<file path="config.mk">
export PLATFORM = sky130hd
export DESIGN_NAME = sdcard_init_seq
export DESIGN_NICKNAME = d
export VERILOG_FILES = /design/src/rtl/sdinit_pkg.sv /design/src/rtl/sdcard_init_seq.sv
export SDC_FILE = /design/constraint.sdc
export NUM_CORES = 1
export LEC_CHECK = 0
export ABC_AREA = 1
export ABC_CLOCK_PERIOD_IN_PS = 4650
export CORE_MARGIN = 4
export CORE_UTILIZATION = 46
export DETAILED_ROUTE_END_ITERATION = 7
export HOLD_SLACK_MARGIN = 0.02
export MAX_ROUTING_LAYER = met4
export PLACE_DENSITY_LB_ADDON = 0.2
export RECOVER_POWER = 25
export SYNTH_ARGS = -nofsm -noshare
export SYNTH_HDL_FRONTEND = slang
export SYNTH_SLANG_ARGS = --single-unit
</file>
<file path="constraint.sdc">
create_clock -name clk -period 4.65 [get_ports clk]
set_clock_uncertainty 0.2 [all_clocks]
set_input_delay 0.93 -clock clk [delete_from_list [all_inputs] [get_ports clk]]
set_output_delay 0.93 -clock clk [all_outputs]
set_load 0.01 [all_outputs]
</file>
<file path="src/rtl/sdinit_pkg.sv">
// Shared types and constants for the SD card initialisation sequencer.
package sdinit_pkg;

  // Sequencer states; every command state has an issue and a wait sub-phase.
  typedef enum logic [3:0] {
    StIdle,
    StCmd0,
    StCmd8,
    StCmd55,
    StAcmd41,
    StCmd2,
    StCmd3,
    StCmd7,
    StDone,
    StErr
  } state_e;

  // Abort causes reported on err_code.
  localparam logic [3:0] ErrCmd8       = 4'd2;
  localparam logic [3:0] ErrCmd55      = 4'd3;
  localparam logic [3:0] ErrAcmd41To   = 4'd4;
  localparam logic [3:0] ErrAcmd41Busy = 4'd5;
  localparam logic [3:0] ErrCmd2       = 4'd6;
  localparam logic [3:0] ErrCmd3       = 4'd7;
  localparam logic [3:0] ErrCmd7       = 4'd8;

  // Command indices.
  localparam logic [5:0] CmdGoIdle     = 6'd0;
  localparam logic [5:0] CmdSendIfCond = 6'd8;
  localparam logic [5:0] CmdAppCmd     = 6'd55;
  localparam logic [5:0] CmdSdSendOp   = 6'd41;
  localparam logic [5:0] CmdAllSendCid = 6'd2;
  localparam logic [5:0] CmdSendRca    = 6'd3;
  localparam logic [5:0] CmdSelect     = 6'd7;

  // Command arguments.
  localparam logic [31:0] Cmd8Arg      = 32'h0000_01AA;
  localparam logic [31:0] Acmd41ArgHcs = 32'h40FF_8000;
  localparam logic [31:0] Acmd41ArgStd = 32'h00FF_8000;

  // Idle SD clocks ahead of a command; CMD0 needs the long power-up run.
  localparam logic [15:0] PrecntCmd0  = 16'd80;
  localparam logic [15:0] PrecntOther = 16'd2;

  function automatic logic is_cmd_state(state_e s);
    return s inside {StCmd0, StCmd8, StCmd55, StAcmd41, StCmd2, StCmd3, StCmd7};
  endfunction

endpackage

</file>
<file path="src/rtl/sdcard_init_seq.sv">
// SD card identification sequencer: drives CMD0/8/55/ACMD41/2/3/7 through an
// external command engine and reports card type, CCS and RCA.
module sdcard_init_seq
  import sdinit_pkg::*;
#(
  parameter logic [15:0] SLOWDIV      = 16'd250,
  parameter logic [15:0] FASTDIV      = 16'd2,
  parameter int unsigned ACMD41_TRIES = 1000
) (
  input  logic        clk,
  input  logic        rst,
  input  logic        init_start,
  output logic        sdclken,
  output logic [15:0] cmd_clkdiv,
  output logic        cmd_start,
  output logic [15:0] cmd_precnt,
  output logic [5:0]  cmd_cmd,
  output logic [31:0] cmd_arg,
  input  logic        cmd_busy,
  input  logic        cmd_done,
  input  logic        cmd_timeout,
  input  logic        cmd_syntaxe,
  input  logic [31:0] cmd_resparg,
  output logic        init_busy,
  output logic        init_done,
  output logic        init_err,
  output logic [3:0]  err_code,
  output logic        sdv2,
  output logic        card_hcs,
  output logic [15:0] rca
);

  localparam logic [15:0] TriesInit = ACMD41_TRIES[15:0];

  state_e      state_q, state_d;
  logic        wait_q, wait_d;  // 0: issue phase, 1: waiting for cmd_done
  logic [15:0] retry_q, retry_d;
  logic [15:0] rca_q, rca_d;
  logic [15:0] clkdiv_q, clkdiv_d;
  logic        sdv2_q, sdv2_d;
  logic        hcs_q, hcs_d;
  logic [3:0]  err_q, err_d;
  logic        in_cmd, issue_ok, fail;
  logic        unused_resp;

  assign in_cmd      = is_cmd_state(state_q);
  assign issue_ok    = in_cmd & ~wait_q & ~cmd_busy & ~cmd_done;
  assign fail        = cmd_timeout | cmd_syntaxe;
  assign unused_resp = ^cmd_resparg[15:12];

  // State and status registers with synchronous reset.
  always_ff @(posedge clk) begin
    if (rst) begin
      state_q  <= StIdle;
      wait_q   <= 1'b0;
      retry_q  <= '0;
      rca_q    <= '0;
      clkdiv_q <= SLOWDIV;
      sdv2_q   <= 1'b0;
      hcs_q    <= 1'b0;
      err_q    <= '0;
    end else begin
      state_q  <= state_d;
      wait_q   <= wait_d;
      retry_q  <= retry_d;
      rca_q    <= rca_d;
      clkdiv_q <= clkdiv_d;
      sdv2_q   <= sdv2_d;
      hcs_q    <= hcs_d;
      err_q    <= err_d;
    end
  end

  // Next-state and status updates; responses are judged only in the done cycle.
  always_comb begin
    state_d  = state_q;
    wait_d   = wait_q;
    retry_d  = retry_q;
    rca_d    = rca_q;
    clkdiv_d = clkdiv_q;
    sdv2_d   = sdv2_q;
    hcs_d    = hcs_q;
    err_d    = err_q;
    if (!in_cmd) begin
      if (init_start) begin
        state_d  = StCmd0;
        wait_d   = 1'b0;
        err_d    = '0;
        sdv2_d   = 1'b0;
        hcs_d    = 1'b0;
        rca_d    = '0;
        clkdiv_d = SLOWDIV;
        retry_d  = TriesInit;
      end
    end else if (!wait_q) begin
      if (issue_ok) wait_d = 1'b1;
    end else if (cmd_done) begin
      wait_d = 1'b0;
      case (state_q)
        StCmd0: state_d = StCmd8;
        StCmd8: begin
          if (cmd_timeout) begin
            sdv2_d  = 1'b0;
            state_d = StCmd55;
          end else if (!cmd_syntaxe && cmd_resparg[11:0] == Cmd8Arg[11:0]) begin
            sdv2_d  = 1'b1;
            state_d = StCmd55;
          end else begin
            state_d = StErr;
            err_d   = ErrCmd8;
          end
        end
        StCmd55: begin
          if (fail) begin
            state_d = StErr;
            err_d   = ErrCmd55;
          end else begin
            state_d = StAcmd41;
          end
        end
        StAcmd41: begin
          // R3 carries no CRC, so syntaxe is not a failure here.
          if (cmd_timeout) begin
            state_d = StErr;
            err_d   = ErrAcmd41To;
          end else if (cmd_resparg[31]) begin
            hcs_d   = cmd_resparg[30];
            state_d = StCmd2;
          end else begin
            retry_d = (retry_q != 16'd0) ? retry_q - 16'd1 : 16'd0;
            if (retry_q <= 16'd1) begin
              state_d = StErr;
              err_d   = ErrAcmd41Busy;
            end else begin
              state_d = StCmd55;
            end
          end
        end
        StCmd2: begin
          if (fail) begin
            state_d = StErr;
            err_d   = ErrCmd2;
          end else begin
            state_d = StCmd3;
          end
        end
        StCmd3: begin
          if (fail) begin
            state_d = StErr;
            err_d   = ErrCmd3;
          end else begin
            rca_d   = cmd_resparg[31:16];
            state_d = StCmd7;
          end
        end
        StCmd7: begin
          if (fail) begin
            state_d = StErr;
            err_d   = ErrCmd7;
          end else begin
            clkdiv_d = FASTDIV;
            state_d  = StDone;
          end
        end
        default: state_d = state_q;
      endcase
    end
  end

  // Command fields decoded from the state so they hold through the wait phase.
  always_comb begin
    cmd_start  = issue_ok;
    cmd_cmd    = '0;
    cmd_arg    = '0;
    cmd_precnt = in_cmd ? PrecntOther : 16'd0;
    case (state_q)
      StCmd0: begin
        cmd_cmd    = CmdGoIdle;
        cmd_precnt = PrecntCmd0;
      end
      StCmd8: begin
        cmd_cmd = CmdSendIfCond;
        cmd_arg = Cmd8Arg;
      end
      StCmd55: cmd_cmd = CmdAppCmd;
      StAcmd41: begin
        cmd_cmd = CmdSdSendOp;
        cmd_arg = sdv2_q ? Acmd41ArgHcs : Acmd41ArgStd;
      end
      StCmd2: cmd_cmd = CmdAllSendCid;
      StCmd3: cmd_cmd = CmdSendRca;
      StCmd7: begin
        cmd_cmd = CmdSelect;
        cmd_arg = {rca_q, 16'h0000};
      end
      default: cmd_cmd = '0;
    endcase
    init_busy  = in_cmd;
    sdclken    = in_cmd | (state_q == StDone);
    init_done  = (state_q == StDone);
    init_err   = (state_q == StErr);
    cmd_clkdiv = clkdiv_q;
    err_code   = err_q;
    sdv2       = sdv2_q;
    card_hcs   = hcs_q;
    rca        = rca_q;
  end

endmodule

</file>
## Yosys cells after proc, flatten, opt, wreduce, memory -nomap -nowiden

Cells that the tools add are included.

- Add/sub/neg operators: 1
- Order comparisons: 1
- Equality and inequality tests: 31
- Multiplexer cells: 70
- Bitwise operators: 8
- Reduce and logical (&&, ||, !) cells: 12

Operators with widths:

| cell | number |
|---|---|
| 16-bit two-way mux | 20 |
| 4-bit two-way mux | 25 |
| 32-bit one-hot mux with 3 select lines | 1 |
| 6-bit one-hot mux with 6 select lines | 1 |
| 31-bit two-way mux | 1 |
| 4-bit one-hot mux with 7 select lines | 1 |
| 4-bit one-hot mux with 6 select lines | 1 |
| 1-bit two-way mux | 18 |
| 3-bit inequality test (second input constant) | 6 |
| 4-bit by 3-bit equality test with 1-bit output (second input constant) | 4 |
| 16-bit by 1-bit less-or-equal comparator with 1-bit output (second input constant) | 1 |
| 16-bit nonzero test | 1 |
| 16-bit by 1-bit subtractor with 16-bit output (second input constant) | 1 |
| 5-bit AND reduction | 3 |
| 12-bit by 9-bit equality test with 1-bit output (second input constant) | 1 |
| 2-bit inequality test (second input constant) | 6 |
| 12-bit AND reduction | 1 |
| 6-bit AND reduction | 2 |
| 4-bit by 2-bit equality test with 1-bit output (second input constant) | 2 |
| 4-bit equality test (second input constant) | 2 |
| 2-bit by 1-bit inequality test with 1-bit output (second input constant) | 4 |
| 8-bit by 1-bit inequality test with 1-bit output (second input constant) | 1 |
| 7-bit two-way mux | 1 |
| 7-bit by 1-bit inequality test with 1-bit output (second input constant) | 1 |
| 13 further kinds | 18 |

- Bits in registers: 59
- Bits of input ports: 39
- Word-level logic and storage cells: 131

## Depth between registers and ports, before layout

Gate-level depths: netlist of the first run.

- Depth in word-level cells: 8
- Depth in mapped cells: 14
- Gate-level depth less buffers: 13

## Worst setup path before layout of the first run

No wires, ideal clock.

- Path type: register to output
- Start: reg state_q[3]
- End: out cmd_arg[16]
- Arrival time: 1.234 ns
- Data required time: 3.520 ns
- Slack: 2.286 ns
- Stages on the path, launching flop included: 9
- Path through: dfxtp_1 -> inv_2 -> nand2_4 -> inv_2 -> nand2_1 -> buf_2 -> clkinv_1 -> nand2_1 -> nand2_1

- Cells in the longest elaborated chain, start to end: 2

RTL lines:

| what | line | RTL |
|---|---|---|
| start: declaration | sdcard_init_seq.sv:35 | `state_e state_q, state_d;` |
| start signal: assignment | sdcard_init_seq.sv:54 | `state_q <= StIdle;` |
| start signal: assignment | sdcard_init_seq.sv:63 | `state_q <= state_d;` |
| 4-bit by 3-bit equality test with 1-bit output / 4-bit by 2-bit equality test with 1-bit output (equally long branches) | sdcard_init_seq.sv:176 | `case (state_q)` |
| 32-bit one-hot mux with 3 select lines (*) | sdcard_init_seq.sv:176 |  |
| end: declaration | sdcard_init_seq.sv:18 | `output logic [31:0] cmd_arg,` |

Every way passes the cells marked *; elsewhere a longest branch is shown, timed or not.

## Final worst setup path of the first run

Ends and elaborated chain as after synthesis.

==> results.yml, run 1 <==
outcome:
  status: "completed"
cells_and_area:
  fillCellCount: 611
  syn_to_final_growth_pct: 28.4
  fin_nets: 577
  drive_gt1_share_pct: 7.84
  diodes: 0
global_routing:
  antenna_found_initial: 0
  grt_start_max_net_pins: 24
  grt_overflow: 0
  grtUsageMet1_pct: 28.4
  first_global_vias: 2822
  grt-busiest-layer: "met2"
  globalRouteTotalUtil_pct: 21.1
  grt_use_met3_pct: 3.69
  grt_pass1_wl_mm: 12.9
  met2_usage_pct: 32.0
detailed_routing:
  drc: 0
  ant_nets: 0
  routed_via_density: 5.01
  first_pass_iters: 5
  wl_per_cell_um: 13.3
  drt_iter0_drc: 195
  vias: 3069
  wirelength_mm: 8.13
job:
  cap_violations: 0
place:
  pre_cts_ws_ns: 1.33
  port_buffers: 97
  gp_congestion: 0.881
  dp.final_hpwl_mm: 6.25
logic_synthesis:
  synthesis.area_sq_mm: 0.00306
  synthTopCellsByArea: "dfxtp_1 29%, nand2_1 12%, buf_4 11%"
  ys_seq_area_share_pct: 28.8
  ys.flop_type: "dfxtp_1"
  postSynthCellCount: 452
  synth_cell_type_count: 40
  yosys.area.top_type_share_pct: 28.8
  ys_top_cells_by_count: "101 x nand2_1, 71 x nor2_1, 47 x inv_1"
  syn_avg_cell_area_sq_um: 6.77
  ys_async_sr_fraction_pct: 0
  synth.most_common_cell: "nand2_1"
  post-synth-top-area-cell: "dfxtp_1"
  ys_warn_count: 0
  synth-edff-count: 0
  synth-seq-cells: 44
timing:
  slew_violations: 0
  setup_ws_ns: 0.991
  period_needed_ns: 3.66
  rsz0062_at_grt: "no"
  slew-limit-headroom_pct: 27.2
  fin_setup_tns_ns: 0
  setup_viol: 0
  hold_viol_final: 0
  timing.final.crit_share_pct: 78.7
  fmax_ghz: 0.273
  worstMarginPinSlew_ns: 1.09
pwr:
  cellPowerDensity_mw_per_mm2: 247
  pwr-share-seq_pct: 43.0
  power_leakage_nw: 1.79
  p_int_mw: 0.632
  p_switching_mw: 0.336
  netSwitchingFraction_pct: 34.7
  combPwrFrac_pct: 30.5
  clockPowerShare_pct: 26.4
  ir_drop_uv: 132
critical_path:
  reg2reg_depth: 8
  r2r_start: "state_q[3]$_SDFFE_PP0P_"
  ff2ff_setup_slack_ns: 2.52
  critPathRequiredTime_ns: 3.52
  crit_path_end_kind: "output pin"
  cp.arrival_ns: 2.53
  r2r-end: "retry_q[8]$_SDFFE_PP0P_"
  crit_type: "flip-flop to output pin"
  path_max_fanout: 11
  worstSetupStartpointType: "flip-flop"
cts:
  root_buffer: "clkbuf_8"
  cts_resized: 0
  cts_setup_buffers: 0
  clk_pin_slew_ns: 0.09
  holdBufCountCts: 0
  clock_sinks: 44
  cts_tree: "yes"
  numCtsBuffers: 5
  h-tree-depth: 2
  clockBufferDepth: 2
  clock_latency_ns: 0.30
worst_hold_path:
  min_path_type: "flip-flop to flip-flop"
  holdPathStages: 2
  hold_end: "err_code[2]$_SDFFE_PP0P_"
  hp-start: "err_code[2]$_SDFFE_PP0P_"
die:
  die_y_um: 89.5
  coreArea_sq_mm: 0.00639
  rows: 29
  die_area_sq_mm: 0.00802
  die_w_um: 89.5
  io_pins: 136
  initial_core_util_pct: 47.9
-- logic make-up (layout without fill, tap and decap cells) --
| group | Yosys count | after routing | share of synthesized area, % |
|---|---|---|---|
| simple gates | 227 | 227 | 34.8 |
| other cells | 2 | 34 | 0.246 |
| xor+xnor | 5 | 5 | 1.43 |
| compound gates | 62 | 62 | 13.2 |
| flops | 44 | 44 | 28.8 |
| fa+ha+maj | 3 | 3 | 1.23 |
| buf+inv | 109 | 161 | 20.3 |
-- sequential cells by signal (all words and copies together), names as in the netlist --
| register | flops |
|---|---|
| retry_q | 16 |
| sdv2 | 1 |
| rca | 16 |
| wait_q | 1 |
| state_q | 4 |
| cmd_clkdiv | 1 |
| card_hcs | 1 |
| err_code | 4 |
-- cell type report --
class / instances / area (sq um) / area share (%)
multi-input cells: 331 / 1680 / 42.7
repair buffers: 98 / 975 / 24.8
flip-flops and latches: 44 / 881 / 22.4
inverters: 55 / 206 / 5.26
well taps: 77 / 96.3 / 2.45
clock buffers: 6 / 82.6 / 2.10
clock inverters: 2 / 10.0 / 0.255
-- critical path: stages, from the launching register on --
cell and delay [ns]:
dfxtp_1 0.42, inv_2 0.11, nand2_4 0.13, inv_2 0.08, nand2_1 0.34, clkinv_1 0.44
nand2_1 0.15, nand2_1 0.06, clkdlybuf4s50_1 0.48
-- metal layers --
metal | share of wire, % | vias up | wire length, um
li1 | - | 1535 | -
met1 | 43 | 1383 | 3500
met2 | 46 | 141 | 3720
met3 | 9.8 | 10 | 793
met4 | 1.4 | 0 | 112
met5 | 0 | - | 0
-- cell usage in the layout, fill, tap and decap left out, drive strengths merged, types with 4 or more instances in the layout --
cell	n
nor3	4
dfxtp	44
clkdlybuf4s50	74
clkbuf	7
dlygate4sd3	23
nand4	6
a32oi	14
a21oi	24
conb	34
o21ai	20
nand3	18
nand2	110
nand3b	5
nor2	78
inv	54
-- how the worst max path moves through the flow --
stage                              to  slack [ns]               startpoint
after detailed placement    cmd_start        1.33                 cmd_done
after CTS                 cmd_arg[16]        0.99  state_q[3]$_SDFFE_PP0P_
after floorplan           cmd_arg[16]        2.29  state_q[3]$_SDFFE_PP0P_
after global placement      cmd_start        1.33                 cmd_done
final                     cmd_arg[16]        0.99  state_q[3]$_SDFFE_PP0P_
after global routing      cmd_arg[22]        0.80  state_q[3]$_SDFFE_PP0P_
-- power by group through the flow --
stage	Clock, mW	Sequential, mW	Combinational [mW]
6_report	0.256	0.417	0.296
5_1_grt	0.278	0.420	0.334
4_1_cts	0.262	0.417	0.299
3_5_place_dp	0	0.425	0.298
3_3_place_gp	0	0.425	0.294
2_1_floorplan	0	0.425	0.238
-- through the flow --
stage	util [%]	cell area, sq um	hold slack [ns]	total power [mW]	std cells
CTS	61.5	3930	0.289	0.979	613
detailed placement	60.1	3840	0.267	0.724	605
floorplan	-	3180	0.252	0.664	484
finish	61.5	3930	0.277	0.968	613
global route	61.5	3930	0.321	1.03	613
global placement	60.1	3840	0.263	0.719	605
No activity file was read; power rests on OpenSTA's default activity.
==> run 2, diff against run 1 <==
Settings changed: ABC_CLOCK_PERIOD_IN_PS 4650 to 3600, CORE_UTILIZATION 46 to 43.
Clock period 4.65 ns to 3.6 ns, I/O delays scaled along.
==> run 2 against run 1 <==
Effect of this change:
- final area increased by 1.2%
- total power increased by 34%
- non-clock buffer count increased by 1
- first-iteration DRC count decreased by 20%
- combinational power increased by 29%
- sequential cell count unchanged
- cell count increased by 3.3%
- critical endpoint is now cmd_arg[20]
==> results.yml, run 2 (synthesized netlist as in run 1, its figures left out) <==
outcome:
  status: "completed"
pwr:
  cellPowerDensity_mw_per_mm2: 327
  p_switching_mw: 0.428
  netSwitchingFraction_pct: 33.0
  p_int_mw: 0.869
  power_leakage_nw: 1.80
  clockPowerShare_pct: 29.0
  pwr-share-seq_pct: 41.4
  combPwrFrac_pct: 29.5
  ir_drop_uv: 158
cells_and_area:
  postLayoutCoreUtil_pct: 57.8
  syn_to_final_growth_pct: 29.9
  final_common_cell: "nand2_1"
  fin_nets: 578
  diodes: 0
  final_cell_mix: "101 x nand2_1, 74 x clkdlybuf4s50_1, 71 x nor2_1, 47 x inv_1, 44 x dfxtp_1"
  instances_no_fill: 633
  stdcell_area_sq_mm: 0.00397
  drive_gt1_share_pct: 7.82
timing:
  hold_viol_final: 0
  slew-limit-headroom_pct: 30.1
  rsz0062_at_grt: "no"
  setup_ws_ns: 0.360
  fmax_ghz: 0.309
  slew_violations: 0
  setup_viol: 0
  worstMarginPinSlew_ns: 1.05
  period_needed_ns: 3.24
  timing.final.crit_share_pct: 90.0
  fin_setup_tns_ns: 0
cts:
  cts_resized: 0
  cts_tree: "yes"
  clockBufferDepth: 2
  clock_latency_ns: 0.29
  h-tree-depth: 2
  clk_pin_slew_ns: 0.09
  holdBufCountCts: 0
  numCtsBuffers: 5
  clock_sinks: 44
  cts_setup_buffers: 0
  root_buffer: "clkbuf_8"
critical_path:
  crit_path_end_kind: "output pin"
  ff2ff_setup_slack_ns: 1.46
  critPathRequiredTime_ns: 2.68
  path_max_fanout: 11
  r2r-end: "retry_q[14]$_SDFFE_PP0P_"
  reg2reg_depth: 9
  worstSetupStartpointType: "flip-flop"
  cp.arrival_ns: 2.32
  crit_buf_inv: 5
  r2r_start: "state_q[3]$_SDFFE_PP0P_"
  crit_top_cell: "nand2_1"
  path_cells: "inv_2 > nand2_4 > inv_2 > nand2_1 > buf_4 > clkinv_1 > nand2_1 > nand2_1 > clkdlybuf4s50_1"
  path_delay_family: "buffers and inverters"
  max_stage_delay_ns: 0.48
  crit_slowest_cell: "clkdlybuf4s50_1"
  crit_type: "flip-flop to output pin"
  crit_start: "state_q[3]$_SDFFE_PP0P_"
place:
  dp.final_hpwl_mm: 6.17
  post_dp_cell_area_sq_mm: 0.00387
  gp_congestion: 0.873
  port_buffers: 97
  pre_cts_ws_ns: 0.675
  dp.cells: 625
detailed_routing:
  first_pass_iters: 5
  vias: 3000
  wirelength_mm: 8.08
  routed_via_density: 4.74
  ant_nets: 0
  drc: 0
  wl_per_cell_um: 12.8
  drt_iter0_drc: 156
global_routing:
  grt_start_max_net_pins: 24
  grt_pass1_wl_mm: 13.2
  grt_overflow: 0
  first_global_vias: 2899
  globalRouteTotalUtil_pct: 19.1
  antenna_found_initial: 0
die:
  coreArea_sq_mm: 0.00687
  rows: 30
  initial_core_util_pct: 44.5
  die_y_um: 92.3
  die_area_sq_mm: 0.00852
  io_pins: 136
  die_w_um: 92.3
job:
  cap_violations: 0
worst_hold_path:
  hold_end: "sdv2$_SDFFE_PP0P_"
  hp-start: "sdv2$_SDFFE_PP0P_"
  min_path_type: "flip-flop to flip-flop"
  holdPathStages: 2
-- run 2: cell types whose count changed in the layout (fill, tap and decap cells not counted) --
cell / before / now
clkinv_2: 2 / 1
clkbuf_1: 1 / 2
buf_4: 0 / 1
clkbuf_8: 6 / 5
bufinv_16: 0 / 1
-- run 2: power by group through the flow --
stage | Combinational, mW | Sequential (mW) | Clock [mW]
final | 0.383 | 0.537 | 0.377
after global routing | 0.432 | 0.543 | 0.405
after CTS | 0.386 | 0.538 | 0.385
after detailed placement | 0.384 | 0.549 | 0
after global placement | 0.379 | 0.549 | 0
after floorplan | 0.308 | 0.549 | 0
-- run 2: how the worst max path moves through the flow --
| stage | end | cells after the start |
|---|---|---|
| 3_3_place_gp | cmd_arg[20] | 9 |
| 2_1_floorplan | cmd_arg[16] | 8 |
| 3_5_place_dp | cmd_arg[20] | 9 |
| 4_1_cts | cmd_arg[20] | 9 |
| 5_1_grt | cmd_arg[20] | 9 |
| 6_report | cmd_arg[20] | 9 |
-- run 2: cell type report --
| cell class | count | area, sq um |
|---|---|---|
| Tap cell | 96 | 120 |
| Inverter | 55 | 206 |
| Clock inverter | 2 | 35.0 |
| Timing Repair Buffer | 99 | 982 |
| Clock buffer | 6 | 72.6 |
| Multi-Input combinational cell | 331 | 1680 |
| Sequential cell | 44 | 881 |
| Fill cell | 654 | 2900 |
-- run 2: through the flow --
stage / total power, mW / hold slack, ns
global placement: 0.927 / 0.262
global route: 1.38 / 0.303
finish: 1.30 / 0.280
CTS: 1.31 / 0.283
detailed placement: 0.933 / 0.272
floorplan: 0.857 / 0.252
-- run 2: worst reg2reg max path, cell delays in order (launching register included) --
cell and delay, ns:
dfxtp_1 0.43, inv_2 0.11, nand2_4 0.14, nand2_4 0.16, nand2_1 0.13, nand2_1 0.14
nor2_4 0.43, a21oi_1 0.14, nand2_1 0.12, nor2_1 0.04
-- run 2: metal layers --
| layer | share of wire (%) | global-route usage, % |
|---|---|---|
| met1 | 45 | 24.2 |
| met3 | 9.4 | 5.36 |
| met2 | 44 | 30.4 |
| met5 | 0 | - |
| met4 | 1.3 | 4.08 |
==> run 3, diff against run 2 <==
Settings changed: ABC_AREA 1 to 0, CORE_UTILIZATION 43 to 42.
==> run 3 against run 2 <==
Effect of this change:
- maximum frequency up 1.6%
- non-clock buffer count increased by 7
- combinational power fell by 9.7%
- utilization down 0.24 points
- sequential cell count did not move
- critical path depth down 4
- count of clock-buffer cells in the layout is 1 lower
- die area up 0.38%
- sequential power down 2%
- total power down 2.8%
- critical path type unchanged
- largest cell class unchanged
==> results.yml, run 3 <==
critical_path:
  crit_buf_inv: 2
  cp.arrival_ns: 2.27
  cp.depth: 5
  path_cells: "nand2b_1 > or3_1 > inv_2 > a22o_1 > clkdlybuf4s50_1"
  crit_type: "flip-flop to output pin"
  crit_path_end_kind: "output pin"
  max_stage_delay_ns: 0.59
  path_delay_family: "simple AND/OR/NAND/NOR gates"
  ff2ff_setup_slack_ns: 0.90
  crit_slowest_cell: "or3_1"
  r2r-end: "retry_q[4]$_SDFFE_PP0P_"
  worstSetupStartpointType: "flip-flop"
  endpoint: "cmd_arg[30]"
  reg2reg_depth: 7
  crit_start: "state_q[0]$_SDFFE_PP0P_"
  critPathRequiredTime_ns: 2.68
  path_max_fanout: 13
  r2r_start: "state_q[1]$_SDFFE_PP0P_"
detailed_routing:
  wl_per_cell_um: 15.0
  first_pass_iters: 5
  routed_via_density: 5.42
  wirelength_mm: 8.50
  ant_nets: 0
  drt_iter0_drc: 233
  drc: 0
  vias: 3079
pwr:
  power.total_mw: 1.26
  cellPowerDensity_mw_per_mm2: 319
  power_leakage_nw: 1.57
  ir_drop_uv: 156
logic_synthesis:
  syn_avg_cell_area_sq_um: 7.69
  ys_top_cells_by_count: "47 x nand2_1, 44 x buf_4, 44 x dfxtp_1"
  synthesis.area_sq_mm: 0.00300
  synth-edff-count: 0
  ys.flop_type: "dfxtp_1"
  post-synth-top-area-cell: "dfxtp_1"
  synth.most_common_cell: "nand2_1"
  ys_async_sr_fraction_pct: 0
  postSynthCellCount: 390
  ys_seq_area_share_pct: 29.4
  yosys.area.top_type_share_pct: 29.4
  synth-seq-cells: 44
  synthTopCellsByArea: "dfxtp_1 29%, buf_4 11%, nand2_1 5.9%"
  ys_warn_count: 0
  synth_cell_type_count: 68
timing:
  hold_viol_final: 0
  period_needed_ns: 3.19
  slew_violations: 0
  setup_ws_ns: 0.411
  rsz0062_at_grt: "no"
  worstMarginPinSlew_ns: 0.779
  setup_viol: 0
  timing.final.crit_share_pct: 88.6
  fin_setup_tns_ns: 0
  slew-limit-headroom_pct: 47.9
  fmax_ghz: 0.314
global_routing:
  first_global_vias: 2759
  grt_start_max_net_pins: 26
  grt_pass1_wl_mm: 13.8
  grt_overflow: 0
  globalRouteTotalUtil_pct: 20.1
  antenna_found_initial: 0
place:
  port_buffers: 97
  dp.final_hpwl_mm: 6.42
  gp_congestion: 0.895
  post_dp_cell_area_sq_mm: 0.00385
  pre_cts_ws_ns: 0.551
job:
  cap_violations: 0
cts:
  clockBufferDepth: 2
  clock_latency_ns: 0.30
  cts_setup_buffers: 0
  cts_resized: 0
  clk_pin_slew_ns: 0.09
  cts_tree: "yes"
  holdBufCountCts: 0
  clock_sinks: 44
  root_buffer: "clkbuf_8"
  h-tree-depth: 2
  numCtsBuffers: 5
die:
  rows: 30
  die_w_um: 92.5
  initial_core_util_pct: 43.7
  die_area_sq_mm: 0.00856
  coreArea_sq_mm: 0.00687
  die_y_um: 92.5
  io_pins: 136
cells_and_area:
  final_common_cell: "clkdlybuf4s50_1"
  fin_nets: 513
  fillCellCount: 660
  final_cell_mix: "72 x clkdlybuf4s50_1, 47 x nand2_1, 44 x dfxtp_1, 41 x nor2_1, 34 x conb_1"
  postLayoutCoreUtil_pct: 57.6
  stdcell_area_sq_mm: 0.00396
  drive_gt1_share_pct: 6.57
  syn_to_final_growth_pct: 31.9
  diodes: 0
worst_hold_path:
  min_path_type: "flip-flop to flip-flop"
outcome:
  status: "completed"
-- run 3: changes by cell type in the layout (fill, tap and decap cells not counted), sizes merged, moves of 10 or more --
cell   delta
nand3    -10
nand2    -63
inv      -45
a22oi    +14
a32oi    -13
nor2     -37
-- run 3: stage by stage --
| step | std cells | hold slack [ns] |
|---|---|---|
| after floorplan | 422 | 0.250 |
| after global placement | 560 | 0.260 |
| after detailed placement | 560 | 0.266 |
| after CTS | 568 | 0.276 |
| after global routing | 568 | 0.290 |
| final | 568 | 0.271 |
-- run 3: tightest hold or removal path: cells and delay by family (launching register included) --
kind            cells  cell delay [ns]
compound gates      2             0.12
flops               1             0.32
-- run 3: layout make-up --
cell class	count	area (sq um)	area share (%)
clock buffers	5	68.8	1.74
clock inverters	3	42.5	1.08
inverters	10	37.5	0.949
multi-input cells	304	1770	44.8
flip-flops and latches	44	881	22.3
well taps	96	120	3.04
repair buffers	106	1030	26.2
-- run 3: metal layers --
metal	global-route usage (%)	routed length (um)	vias to the layer above
met1	26.9	3730	1411
li1	-	-	1490
met4	4.95	104	0
met3	3.74	717	8
met5	-	0	-
met2	31.4	3950	170
-- run 3: worst min-delay path by stage --
stage | to | startpoint | depth (start not counted)
floorplan | retry_q[14]$_SDFFE_PP0P_ | retry_q[14]$_SDFFE_PP0P_ | 2
global placement | err_code[0]$_SDFFE_PP0P_ | err_code[0]$_SDFFE_PP0P_ | 2
detailed placement | err_code[3]$_SDFFE_PP0P_ | err_code[3]$_SDFFE_PP0P_ | 2
finish | err_code[3]$_SDFFE_PP0P_ | err_code[3]$_SDFFE_PP0P_ | 2
CTS | err_code[3]$_SDFFE_PP0P_ | err_code[3]$_SDFFE_PP0P_ | 2
global route | err_code[0]$_SDFFE_PP0P_ | err_code[0]$_SDFFE_PP0P_ | 2
-- run 3: cells by family (layout without fill, tap and decap cells) --
kind of cell / after synthesis / in the layout / synth area share (%)
adders and majority gates: 4 / 4 / 1.59
AOI/OAI and AO/OA: 97 / 97 / 22.6
buffers and inverters: 74 / 124 / 15.6
other: 2 / 34 / 0.250
DFF: 44 / 44 / 29.4
and+or+nand+nor: 162 / 162 / 28.4
xor gates and xnor gates: 3 / 3 / 0.876
muxes: 4 / 4 / 1.34
-- run 3: power by group --
part	internal (mW)	switching, mW	total, mW
logic	0.136	0.210	0.346
clock network	0.206	0.181	0.387
registers	0.506	0.0216	0.528
